### config.mk
export PLATFORM = sky130hd
export DESIGN_NAME = dcache_responder
export DESIGN_NICKNAME = d
export VERILOG_FILES = /design/src/rtl/dcache_responder.sv
export SDC_FILE = /design/constraint.sdc
export NUM_CORES = 2
export LEC_CHECK = 0
export CAP_MARGIN = 20
export CORE_UTILIZATION = 50
export DETAILED_ROUTE_END_ITERATION = 10
export PLACE_DENSITY = 0.67
export SLEW_MARGIN = 0
export SYNTH_ARGS = -nofsm -noshare
export SYNTH_HDL_FRONTEND = slang
export SYNTH_SLANG_ARGS = --single-unit
### constraint.sdc
create_clock -name CLK -period 9.84 [get_ports CLK]
set_input_delay 2.46 -clock CLK [delete_from_list [all_inputs] [get_ports CLK]]
set_output_delay 2.46 -clock CLK [all_outputs]
set_load 0.01 [all_outputs]
### src/rtl/dcache_responder.sv
// Direct-mapped, write-through, no-write-allocate data cache in front of a
// handshaked backing memory; stalls the pipeline while a transaction is open.
module dcache_responder #(
    parameter int LINES = 32,
    parameter int IDX_W = 5
) (
    input  logic        CLK,
    input  logic        RESET,
    input  logic        MemRead_fMEM,
    input  logic        MemWrite_fMEM,
    input  logic [31:0] data_address_fMEM,
    input  logic [31:0] data_write_fMEM,
    output logic [31:0] data_read_2MEM,
    output logic        FREEZE_2PIPE,
    output logic [31:0] mem_addr,
    output logic [31:0] mem_wdata,
    output logic        mem_rd_req,
    output logic        mem_wr_req,
    input  logic        mem_ack,
    input  logic [31:0] mem_rdata
);
    localparam int TAG_W = 30 - IDX_W;

    typedef enum logic [1:0] {
        IDLE    = 2'd0,
        RD_WAIT = 2'd1,
        WR_WAIT = 2'd2,
        WR_DONE = 2'd3
    } state_t;

    state_t            state_q;
    logic [LINES-1:0]  valid_q;
    logic [TAG_W-1:0]  tag_q [LINES];
    logic [31:0]       data_q [LINES];
    logic              mem_rd_req_q;
    logic              mem_wr_req_q;
    logic [31:0]       mem_addr_q;
    logic [31:0]       mem_wdata_q;

    logic [31:0]       word_addr_s;
    logic [IDX_W-1:0]  idx_s;
    logic [TAG_W-1:0]  tag_s;
    logic [IDX_W-1:0]  lidx_s;
    logic [TAG_W-1:0]  ltag_s;
    logic              hit_s;
    logic              fill_s;
    logic              upd_s;
    logic              freeze_s;
    logic [31:0]       rdata_s;

    assign word_addr_s = data_address_fMEM & 32'hFFFF_FFFC;
    assign idx_s       = word_addr_s[IDX_W+1:2];
    assign tag_s       = word_addr_s[31:IDX_W+2];
    // The outstanding transaction is tracked purely through the latched address.
    assign lidx_s      = mem_addr_q[IDX_W+1:2];
    assign ltag_s      = mem_addr_q[31:IDX_W+2];
    assign hit_s       = valid_q[idx_s] && (tag_q[idx_s] == tag_s);
    assign fill_s      = (state_q == RD_WAIT) && mem_ack;
    assign upd_s       = (state_q == WR_WAIT) && mem_ack && valid_q[lidx_s] && (tag_q[lidx_s] == ltag_s);

    // Stall and load-data decode from the current state and request.
    always_comb begin
        freeze_s = 1'b0;
        rdata_s  = 32'd0;
        case (state_q)
            IDLE: begin
                if (MemWrite_fMEM) begin
                    freeze_s = 1'b1;
                end else if (MemRead_fMEM) begin
                    if (hit_s) begin
                        rdata_s = data_q[idx_s];
                    end else begin
                        freeze_s = 1'b1;
                    end
                end else begin
                    freeze_s = 1'b0;
                end
            end
            RD_WAIT, WR_WAIT: freeze_s = 1'b1;
            WR_DONE:          freeze_s = 1'b0;
            default:          freeze_s = 1'b0;
        endcase
    end

    // Control FSM with registered memory-side strobes, address and data.
    always_ff @(posedge CLK or posedge RESET) begin
        if (RESET) begin
            state_q      <= IDLE;
            valid_q      <= {LINES{1'b0}};
            mem_rd_req_q <= 1'b0;
            mem_wr_req_q <= 1'b0;
            mem_addr_q   <= 32'd0;
            mem_wdata_q  <= 32'd0;
        end else begin
            case (state_q)
                IDLE: begin
                    if (MemWrite_fMEM) begin
                        state_q      <= WR_WAIT;
                        mem_wr_req_q <= 1'b1;
                        mem_addr_q   <= word_addr_s;
                        mem_wdata_q  <= data_write_fMEM;
                    end else if (MemRead_fMEM && !hit_s) begin
                        state_q      <= RD_WAIT;
                        mem_rd_req_q <= 1'b1;
                        mem_addr_q   <= word_addr_s;
                    end
                end
                RD_WAIT: begin
                    if (mem_ack) begin
                        valid_q[lidx_s] <= 1'b1;
                        mem_rd_req_q    <= 1'b0;
                        state_q         <= IDLE;
                    end
                end
                WR_WAIT: begin
                    if (mem_ack) begin
                        mem_wr_req_q <= 1'b0;
                        state_q      <= WR_DONE;
                    end
                end
                WR_DONE: state_q <= IDLE;
                default: state_q <= IDLE;
            endcase
        end
    end

    // Tag/data arrays; deliberately not reset, validity is carried by valid_q.
    always_ff @(posedge CLK) begin
        if (fill_s) begin
            tag_q[lidx_s]  <= ltag_s;
            data_q[lidx_s] <= mem_rdata;
        end else if (upd_s) begin
            data_q[lidx_s] <= mem_wdata_q;
        end
    end

    assign data_read_2MEM = rdata_s;
    assign FREEZE_2PIPE   = freeze_s;
    assign mem_addr       = mem_addr_q;
    assign mem_wdata      = mem_wdata_q;
    assign mem_rd_req     = mem_rd_req_q;
    assign mem_wr_req     = mem_wr_req_q;
endmodule

==> reports/qor.yml <==
status: "finished, final reports clean"
cts_tree: "yes"
grt_max_degree: 102
routedWlPerCell_um: 34.5
cts_root_buffer: "clkbuf_16"
slew_violations: 0
slew_headroom_pct: 23.0
p_sw_share_pct: 28.1
fmax_mhz: 107
h-tree-depth: 4
clkTransAtPathRegs_ns: 0.06
p_clk_share_pct: 33.1
cp-end-kind: "output port"
hold_viol: 0
gr-total-overflow: 0
min_path_type: "reg2reg"
n_antenna_cell: 0
ys.flop_type: "edfxtp_1"
core-area_um2: 159000
power_density_nw_per_um2: 241
dp_hpwl_mm: 124
synth.distinct_cells: 72
pin_count: 200
final_common_cell: "edfxtp_1"
die_y_um: 403
grt_pass1_vias: 42700
clk_path_buf_depth: 3
synth_area_um2: 80600
start_util_pct: 50.6
ctsResizeCount: 0
p_int_w: 0.0160
synth_area_per_cell_um2: 21.6
dr.first_iter.drc_count: 6004
postCtsSetupBuffers: 0
finalSetupViolations: 0
cts.sinks: 1922
start_kind: "input pin"
critical_path_class: "in2out"
synth_cells: 3729
worst_skew_pair.late_latency_ns: 0.85
ant_nets: 0
fp-row-count: 146
vias: 42600
numCtsBuffers: 193
vias_per_cell: 6.69
final_cells: 6359
cp_max_fo: 43
fin_crit_ns: 9.31
antenna_found_initial: 2
synth_seq_cells: 1922
dpl.cell_count: 5996
ys_warn_count: 0
drcViolationCount: 0
gp_congestion: 0.850
drive_gt1_share_pct: 31.7
fin_crit_sh_pct: 94.6
grt_pass1_wl_mm: 313
postCtsHoldBufs: 0
worst_pin_slew_ns: 1.15
final_nets: 4149
rsz0062_at_grt: "false"
final_cell_mix: "edfxtp_1, mux4_2, clkbuf_16"
fin_skew_ns: 0.0630
numPortBuffers: 195
synth-seq-area-share_pct: 71.0
synthTopCellsByArea: "edfxtp_1, mux4_2, dfrtp_1"
synth-async-reset-ratio_pct: 5.10
peakVddDrop_v: 0.000218
synth_area_leader_cell: "edfxtp_1"
worstPathRequired_ns: 7.38
p_leak_nw: 29.5
synth_top_area_share_pct: 68.0
firstDrtPassIters: 5
maxCapViolCount: 0
seq_power_share_pct: 45.9
routed_wl_mm: 220
die_w_um: 403
critPathArrivalTime_ns: 6.85
comb_power_share_pct: 20.9
power_switching_w: 0.00625
syn_to_final_growth_pct: 14.6
synth_edf_count: 1824
grtUsageTotal_pct: 27.2
ff2ff_setup_slack_ns: 3.22
dieArea_um2: 163000
fin_tns_setup_ns: 0
## through the flow
step	instance area (um^2)	hold WS (ns)	utilization [%]	worst slack [ns]	total power, W
after floorplan	80600	0.448	-	2.07	0.0132
after global placement	85900	0.464	54.0	0.543	0.0150
after detailed placement	85900	0.471	54.0	0.551	0.0150
after CTS	92300	0.486	58.0	0.529	0.0223
after global routing	92300	0.498	58.0	0.383	0.0229
final	92300	0.482	58.0	0.527	0.0222
## path summary, 6_finish.rpt
path	start	endpoint	cells past startpoint
min in group asynchronous	RESET	mem_addr[18]$_DFFE_PP0P_	2
min	valid_q[14]$_DFFE_PP0P_	valid_q[14]$_DFFE_PP0P_	1
max	data_address_fMEM[2]	data_read_2MEM[9]	13
max in group asynchronous	RESET	mem_addr[2]$_DFFE_PP0P_	3
min reg2reg	valid_q[14]$_DFFE_PP0P_	valid_q[14]$_DFFE_PP0P_	1
max reg2reg	mem_addr[2]$_DFFE_PP0P_	data_q[31][10]$_DFFE_PP_	12
## synthesized netlist by cell type, drive strengths merged (5+ instances only)
library cell and count:
o211ai 5, nor2 117, nand2 44, a221oi 19, buf 147, a22oi 132, and3 5, or2 35
xor2 39, clkbuf 95, mux2i 159, nand2b 5, nand4 36, edfxtp 1824, a32oi 6, nand3 26
inv 8, and2 6, o22ai 36, xnor2 10, dfrtp 98, nor2b 13, a21oi 9, o21ai 12
mux4 683, nor4 17, mux2 98
## final cells by class
cell class                      count  area (um^2)
Clock buffer                      243         5110
Clock inverter                    120         1280
Fill cell                       11400        66800
Inverter                            8         35.0
Multi-Input combinational cell   1558        22600
Sequential cell                  1922        57200
Tap cell                         2146         2690
Timing Repair Buffer              362         3380
## sequential cells by signal (all words and copies together), names as in the netlist
| name | count |
|---|---|
| mem_addr | 30 |
| mem_wdata | 32 |
| state_q | 2 |
| valid_q | 32 |
| tag_q | 800 |
| mem_rd_req | 1 |
| data_q | 1024 |
| mem_wr_req | 1 |
## per-layer routing
metal  global-route usage (%)  part of all wire (%)  vias to the layer above
li1                         -                     -                    16700
met1                     39.5                    40                    23000
met2                     42.5                    48                     2537
met3                     5.15                   9.8                      408
met4                     7.62                   2.8                        0
met5                        0                     0                        -
## power groups by stage
| stage | Clock [W] | Sequential (W) | Combinational (W) |
|---|---|---|---|
| floorplan | 0 | 0.0105 | 0.00267 |
| global placement | 0 | 0.0104 | 0.00461 |
| detailed placement | 0 | 0.0104 | 0.00464 |
| CTS | 0.00744 | 0.0102 | 0.00466 |
| global route | 0.00775 | 0.0103 | 0.00488 |
| finish | 0.00737 | 0.0102 | 0.00466 |
## kinds of logic (layout without fill, tap and decap cells)
kind of cell / count (synthesis) / in the layout / share of synthesized area [%]
other: 1 / 2 / 0.00466
XOR/XNOR: 49 / 49 / 0.533
multiplexers: 940 / 940 / 22.6
buffers and inverters: 250 / 733 / 1.55
flip-flops: 1922 / 1922 / 71.0
adder cells (fa/ha/maj): 3 / 3 / 0.0466
AND/OR/NAND/NOR: 321 / 321 / 2.00
AO/OA/AOI/OAI: 243 / 243 / 2.25
## critical path: stages
cell             delay, ns
buf_8                 0.39
buf_4                 0.66
mux4_2                0.61
o21ai_1               0.13
nand4_1               0.13
xnor2_1               0.21
buf_4                 0.20
nand4_1               0.28
nor4_1                0.36
nand4b_1              0.20
buf_12                0.22
nor2_1                0.19
clkdlybuf4s50_1       0.57
Note: power is estimated with default switching activity, not from simulation.
